### config.mk
export PLATFORM = sky130hd
export DESIGN_NAME = fetch_unit
export DESIGN_NICKNAME = d
export VERILOG_FILES = /design/src/rtl/cpu_pkg.sv /design/src/rtl/program_counter.sv /design/src/rtl/fetch_unit.sv
export SDC_FILE = /design/constraint.sdc
export NUM_CORES = 1
export LEC_CHECK = 0
export CORE_ASPECT_RATIO = 0.6
export CORE_MARGIN = 3
export CORE_UTILIZATION = 33
export CTS_CLUSTER_DIAMETER = 60
export DETAILED_ROUTE_END_ITERATION = 6
export GPL_ROUTABILITY_DRIVEN = 1
export PLACE_DENSITY = 0.78
export REMOVE_ABC_BUFFERS = 1
export SETUP_SLACK_MARGIN = 0.2
export SYNTH_ARGS = -nofsm -noshare
export SYNTH_HDL_FRONTEND = slang
export SYNTH_SLANG_ARGS = --single-unit
### constraint.sdc
create_clock -name clock -period 2.1 [get_ports clock]
set_clock_uncertainty 0.15 [all_clocks]
set_input_delay 0.21 -clock clock [delete_from_list [all_inputs] [get_ports clock]]
set_output_delay 0.21 -clock clock [all_outputs]
set_load 0.1 [all_outputs]
### src/rtl/cpu_pkg.sv
// Shared CPU definitions: datapath widths, NOP encoding, next-PC select codes and fetch state.
package cpu_pkg;

  localparam int ADDR_W  = 16;
  localparam int INSTR_W = 16;

  localparam logic [INSTR_W-1:0] NOP = 16'h0000;

  localparam logic [1:0] PC_SEQ    = 2'd0;
  localparam logic [1:0] PC_BRANCH = 2'd1;
  localparam logic [1:0] PC_JUMP   = 2'd2;

  typedef enum logic [1:0] {
    ST_RUN   = 2'd0,
    ST_STALL = 2'd1,
    ST_HALT  = 2'd2
  } fetch_state_e;

  // Only branch and jump move the PC off the sequential path; code 3 behaves like PC_SEQ.
  function automatic logic is_redirect(input logic [1:0] sel);
    return (sel == PC_BRANCH) || (sel == PC_JUMP);
  endfunction

endpackage

### src/rtl/program_counter.sv
// PC register with the PC+2 adder, next-PC select and stall gating.
module program_counter
  import cpu_pkg::PC_BRANCH, cpu_pkg::PC_JUMP;
#(
  parameter int                ADDR_W       = cpu_pkg::ADDR_W,
  parameter logic [ADDR_W-1:0] RESET_VECTOR = '0
) (
  input  logic              clock_i,
  input  logic              reset_i,
  input  logic              freeze_i,
  input  logic              stall_i,
  input  logic              flush_i,
  input  logic [1:0]        pc_mux_i,
  input  logic [ADDR_W-1:0] branch_target_i,
  input  logic [ADDR_W-1:0] jump_target_i,
  output logic [ADDR_W-1:0] pc_o,
  output logic [ADDR_W-1:0] pc_plus2_o
);

  logic [ADDR_W-1:0] pc_q;
  logic [ADDR_W-1:0] pc_d;

  assign pc_plus2_o = pc_q + ADDR_W'(2);
  assign pc_o       = pc_q;

  // A redirect beats a stall, and a flush also releases the stall hold.
  always_comb begin
    pc_d = pc_q;
    if (freeze_i) begin
      pc_d = pc_q;
    end else if (pc_mux_i == PC_BRANCH) begin
      pc_d = branch_target_i;
    end else if (pc_mux_i == PC_JUMP) begin
      pc_d = jump_target_i;
    end else if (stall_i && !flush_i) begin
      pc_d = pc_q;
    end else begin
      pc_d = pc_plus2_o;
    end
  end

  always_ff @(posedge clock_i or negedge reset_i) begin
    if (!reset_i) begin
      pc_q <= RESET_VECTOR;
    end else begin
      pc_q <= pc_d;
    end
  end

endmodule

### src/rtl/fetch_unit.sv
// Instruction-fetch stage: PC, IF/ID buffer and RUN/STALL/HALT control.
// Optional stall/flush performance counters are built when FETCH_PERF_CNT_EN is defined.
module fetch_unit
  import cpu_pkg::NOP, cpu_pkg::fetch_state_e, cpu_pkg::ST_RUN, cpu_pkg::ST_STALL,
         cpu_pkg::ST_HALT, cpu_pkg::is_redirect;
#(
  parameter int                ADDR_W       = cpu_pkg::ADDR_W,
  parameter int                INSTR_W      = cpu_pkg::INSTR_W,
  parameter logic [ADDR_W-1:0] RESET_VECTOR = 16'h0000
) (
  input  logic               clock,
  input  logic               reset,
  input  logic               if_pc_stop,
  input  logic               if_id_buffer_flush,
  input  logic [1:0]         if_pc_mux,
  input  logic [ADDR_W-1:0]  ex_if_branch_location_result,
  input  logic [ADDR_W-1:0]  id_jump_target,
  input  logic               ctrl_id_halt,
  input  logic [INSTR_W-1:0] imem_data,
  output logic [ADDR_W-1:0]  if_address_from_pc,
  output logic [INSTR_W-1:0] id_instruction,
  output logic [ADDR_W-1:0]  id_pc_next_address,
  output logic               id_valid,
  output logic               halted,
  output logic [15:0]        stall_count,
  output logic [15:0]        flush_count,
  output logic [1:0]         dbg_state
);

  fetch_state_e       state_q;
  logic [INSTR_W-1:0] instr_q;
  logic [ADDR_W-1:0]  npc_q;
  logic               valid_q;
  logic               halted_q;
  logic [ADDR_W-1:0]  pc_plus2;
  logic               active;
  logic               redirect;

  // Once halted (or halting this edge) nothing else may move the pipeline.
  assign active   = (state_q != ST_HALT) && !ctrl_id_halt;
  assign redirect = is_redirect(if_pc_mux);

  program_counter #(
    .ADDR_W       (ADDR_W),
    .RESET_VECTOR (RESET_VECTOR)
  ) u_pc (
    .clock_i         (clock),
    .reset_i         (reset),
    .freeze_i        (!active),
    .stall_i         (if_pc_stop),
    .flush_i         (if_id_buffer_flush),
    .pc_mux_i        (if_pc_mux),
    .branch_target_i (ex_if_branch_location_result),
    .jump_target_i   (id_jump_target),
    .pc_o            (if_address_from_pc),
    .pc_plus2_o      (pc_plus2)
  );

  always_ff @(posedge clock or negedge reset) begin
    if (!reset) begin
      state_q  <= ST_RUN;
      instr_q  <= '0;
      npc_q    <= '0;
      valid_q  <= 1'b0;
      halted_q <= 1'b0;
    end else begin
      case (state_q)
        ST_HALT: begin
          instr_q  <= INSTR_W'(NOP);
          npc_q    <= '0;
          valid_q  <= 1'b0;
          halted_q <= 1'b1;
        end
        default: begin
          if (ctrl_id_halt) begin
            state_q  <= ST_HALT;
            instr_q  <= INSTR_W'(NOP);
            npc_q    <= '0;
            valid_q  <= 1'b0;
            halted_q <= 1'b1;
          end else if (if_id_buffer_flush) begin
            state_q <= ST_RUN;
            instr_q <= INSTR_W'(NOP);
            npc_q   <= '0;
            valid_q <= 1'b0;
          end else if (if_pc_stop && !redirect) begin
            state_q <= ST_STALL;
          end else begin
            // Plain advance, or a redirect without flush keeping the fetched slot.
            state_q <= ST_RUN;
            instr_q <= imem_data;
            npc_q   <= pc_plus2;
            valid_q <= 1'b1;
          end
        end
      endcase
    end
  end

  assign id_instruction     = instr_q;
  assign id_pc_next_address = npc_q;
  assign id_valid           = valid_q;
  assign halted             = halted_q;
  assign dbg_state          = state_q;

`ifdef FETCH_PERF_CNT_EN
  logic [15:0] stall_cnt_q;
  logic [15:0] flush_cnt_q;
  logic        stall_edge;
  logic        flush_edge;

  assign stall_edge = active && if_pc_stop && !redirect && !if_id_buffer_flush;
  assign flush_edge = active && if_id_buffer_flush;

  always_ff @(posedge clock or negedge reset) begin
    if (!reset) begin
      stall_cnt_q <= '0;
      flush_cnt_q <= '0;
    end else begin
      if (stall_edge && (stall_cnt_q != 16'hFFFF)) stall_cnt_q <= stall_cnt_q + 16'd1;
      if (flush_edge && (flush_cnt_q != 16'hFFFF)) flush_cnt_q <= flush_cnt_q + 16'd1;
    end
  end

  assign stall_count = stall_cnt_q;
  assign flush_count = flush_cnt_q;
`else
  assign stall_count = 16'h0000;
  assign flush_count = 16'h0000;
`endif

endmodule

==> load_flow_metrics.sql <==
INSERT INTO impl_metrics (metric_group, metric, value, unit) VALUES
('run_status', 'outcome', 'finished clean', ''),
('cells_and_area', 'multi_input_area', '1400', 'um^2'),
('critical_path', 'timing.setup.critical_path_class', 'input pin to flip-flop', ''),
('global_routing', 'antenna_found_initial', '0', ''),
('clock_network', 'numCtsBuffers', '5', ''),
('synthesis', 'avgSynthCellArea', '9.03', 'um^2'),
('placed_design', 'gpl.final_weighted_congestion', '0.831', ''),
('clock_network', 'clock_slew_seen_by_the_registers_of_the_worst_setup_and_hold_paths', '70', 'ps'),
('sta', 'worst_slack', '224', 'ps'),
('detailed_routing', 'remaining_drc_errors', '0', ''),
('flow_run', 'maxCapViolations', '0', ''),
('power', 'netSwitchingPower', '0.768', 'mW'),
('placed_design', 'detailed_place.area', '3990', 'um^2'),
('synthesis', 'synth_edf_count', '0', ''),
('critical_path', 'cp-start-kind', 'input pin', ''),
('sta', 'finalMaxSlewViolations', '0', ''),
('detailed_routing', 'antenna_violating_nets_remaining', '0', ''),
('sta', 'finalHoldViolations', '0', ''),
('cells_and_area', 'finish.net_count', '497', ''),
('critical_path', 'cpMaxStageDelayCell', 'clkdlybuf4s50_1', ''),
('global_routing', 'grt_first_pass_wirelength', '13.3', 'mm'),
('synthesis', 'synth_xor_area_frac', '0.0393', ''),
('die', 'die_area', '9980', 'um^2'),
('synthesis', 'synthFlopType', 'dfrtp_1', ''),
('synthesis', 'muxShareOfSynthArea', '0.00345', ''),
('synthesis', 'yosys_warnings', '0', ''),
('power', 'power.share.sequential', '0.420', ''),
('die', 'die_w', '127', 'um'),
('global_routing', 'gr-usage-all-layers', '0.168', ''),
('clock_network', 'tritoncts', 'built', ''),
('cells_and_area', 'nFillCells', '762', ''),
('clock_network', 'clock_insertion_delay_at_the_later_pin_of_the_skew_report', '290', 'ps'),
('clock_network', 'clockRootBuffer', 'clkbuf_16', ''),
('synthesis', 'post_synth_instance_area', '2900', 'um^2'),
('sta', 'final_min_period_over_clock_period', '0.893', ''),
('placed_design', 'detailedPlacementHpwl', '6.28', 'mm'),
('detailed_routing', 'total_vias_in_the_final_route', '2649', ''),
('synthesis', 'synth-adder-area-share', '0.0129', ''),
('power', 'pwr_density_cell', '572', 'nW/um^2'),
('synthesis', 'postSynthRegisterBits', '52', ''),
('critical_path', 'critical_path.max_stage_delay', '490', 'ps'),
('critical_path', 'path_delay_family', 'buffers and inverters', ''),
('global_routing', 'grt_max_degree', '53', ''),
('power', 'totalPowerFinal', '2.41', 'mW'),
('cells_and_area', 'syn_to_final_growth', '45.3', '%'),
('placed_design', 'port-buffer-count', '106', ''),
('critical_path', 'cp_cell_sequence', 'clkdlybuf4s50_1 > inv_1 > ha_4 > and2_4 > a211oi_4 > buf_6 > o21ai_0 > o2bb2ai_1', ''),
('clock_network', 'cts_num_sinks', '52', ''),
('power', 'worst_ir_drop_vdd', '0.000340', 'V'),
('sta', 'unrepaired_setup_endpoints_after_global_routing', 'yes', ''),
('global_routing', 'grt_overflow', '0', ''),
('power', 'cellInternalPower', '1.64', 'mW'),
('sta', 'layout_min_cycle_time', '1880', 'ps'),
('critical_path', 'timing.critical_path.buf_inv', '3', ''),
('power', 'swShare', '0.319', ''),
('sta', 'worst_hold_slack', '297', 'ps'),
('critical_path', 'timing.critical_path.fanout_max', '6', ''),
('synthesis', 'synth_cells', '321', ''),
('synthesis', 'yosys.cell_types.count', '39', ''),
('synthesis', 'largest_family_of_logic_cells_by_synthesized_area', 'compound AO/OA/AOI/OAI gates', ''),
('clock_network', 'cts_max_level', '2', ''),
('detailed_routing', 'finalWirelength', '8.69', 'mm'),
('synthesis', 'synth_async_sr_flop_share', '1.00', ''),
('cells_and_area', 'most_common_library_cell_in_the_layout_ignoring_fill_and_taps', 'buf_4', ''),
('detailed_routing', 'detailedRoute.firstPassIterationCount', '6', ''),
('power', 'cellLeakagePower', '1.95', 'nW'),
('die', 'io-pin-count', '139', ''),
('cells_and_area', 'fin_util', '0.514', ''),
('detailed_routing', 'via_per_inst', '4.83', ''),
('synthesis', 'synth_simple_gate_area_share', '0.185', ''),
('power', 'power.combinational.fraction', '0.237', '');
[per-stage QoR]
stage	instances	setup TNS, ps
6_report	548	0
2_1_floorplan	300	-14540
3_3_place_gp	536	-308
5_1_grt	548	0
3_5_place_dp	536	-989
4_1_cts	545	0
[power groups by stage]
stage	Combinational [mW]	Sequential (mW)	Clock, mW
finish	0.571	1.01	0.826
CTS	0.562	1.01	0.857
global placement	0.554	1.03	0
detailed placement	0.559	1.03	0
global route	0.603	1.01	0.906
floorplan	0.342	1.05	0
[final timing paths]
path                       depth (start not counted)                startpoint  slack (ps)                                 end
max                                                8              if_pc_mux[0]         220           u_pc.pc_o[14]$_DFFE_PN0P_
min                                                3                     reset         300  id_pc_next_address[11]$_DFFE_PN0P_
max reg2reg                                        5  u_pc.pc_o[1]$_DFFE_PN0P_         330            u_pc.pc_o[6]$_DFFE_PN0P_
min reg2reg                                        1        halted$_DFFE_PN0P_         340                  halted$_DFFE_PN0P_
max in group asynchronous                          3                     reset        1260       id_instruction[0]$_DFFE_PN0P_
min in group clock                                 3             imem_data[11]         320      id_instruction[11]$_DFFE_PN0P_
[logic make-up (layout without fill, tap and decap cells)]
group           after synthesis  in the layout
simple gates                109            109
other cells                   1             32
buf+inv                      60            148
mux                           1              1
compound gates               82             82
fa+ha+maj                     3              3
xor+xnor                     13             13
flops                        52             52
[per-layer routing]
layer,wire (um),track usage,part of all wire
met3,797,0.0503,0.092
met2,3790,0.244,0.44
met4,47,0.0300,0.0054
met1,4050,0.247,0.47
met5,0,0,0
[sequential cells by signal, summed over array words and instances, names as in the netlist]
| register | flops |
|---|---|
| id_valid | 1 |
| id_pc_next_address | 16 |
| halted | 1 |
| id_instruction | 16 |
| u_pc.pc_o | 16 |
| dbg_state | 2 |
[timing repair]
| item | 4_1_cts | 5_1_grt |
|---|---|---|
| gates resized for setup | 0 | 11 |
| hold buffers | 1 | 0 |
| endpoints found under the hold margin | 52 | 0 |
| setup buffers | 0 | 2 |
| endpoints found under the setup margin | 0 | 15 |
[worst reg2reg max path, stage by stage (launching register included)]
cell and delay, ps:
dfrtp_1 380, buf_4 160, and3_1 250, and3_2 270, a222oi_1 350, o2bb2ai_1 90
[cells in the mapped netlist (all sizes together), types with 2 or more instances]
| master | instances | area share |
|---|---|---|
| a222oi | 8 | 0.028 |
| nand2 | 44 | 0.057 |
| nor3 | 7 | 0.019 |
| nand3 | 5 | 0.0086 |
| a21oi | 28 | 0.048 |
| nor4 | 2 | 0.015 |
| nand2b | 3 | 0.0065 |
| o211ai | 3 | 0.0078 |
| inv | 8 | 0.010 |
| o2bb2ai | 10 | 0.030 |
| clkbuf | 14 | 0.019 |
| nor2 | 36 | 0.047 |
| buf | 38 | 0.092 |
| o21ai | 15 | 0.026 |
| a22o | 2 | 0.0060 |
| nand4 | 3 | 0.012 |
| ha | 3 | 0.013 |
| xnor2 | 12 | 0.036 |
| a211oi | 13 | 0.035 |
| dfrtp | 52 | 0.45 |
| nor2b | 3 | 0.0065 |
| and3 | 2 | 0.0047 |
[layout make-up]
class	instances	share of cell area
well taps	108	0.0321
flip-flops and latches	52	0.309
inverters	8	0.00713
clock inverters	1	0.00178
repair buffers	132	0.283
clock buffers	7	0.0339
multi-input cells	240	0.333
(Power assumes the default switching activity.)
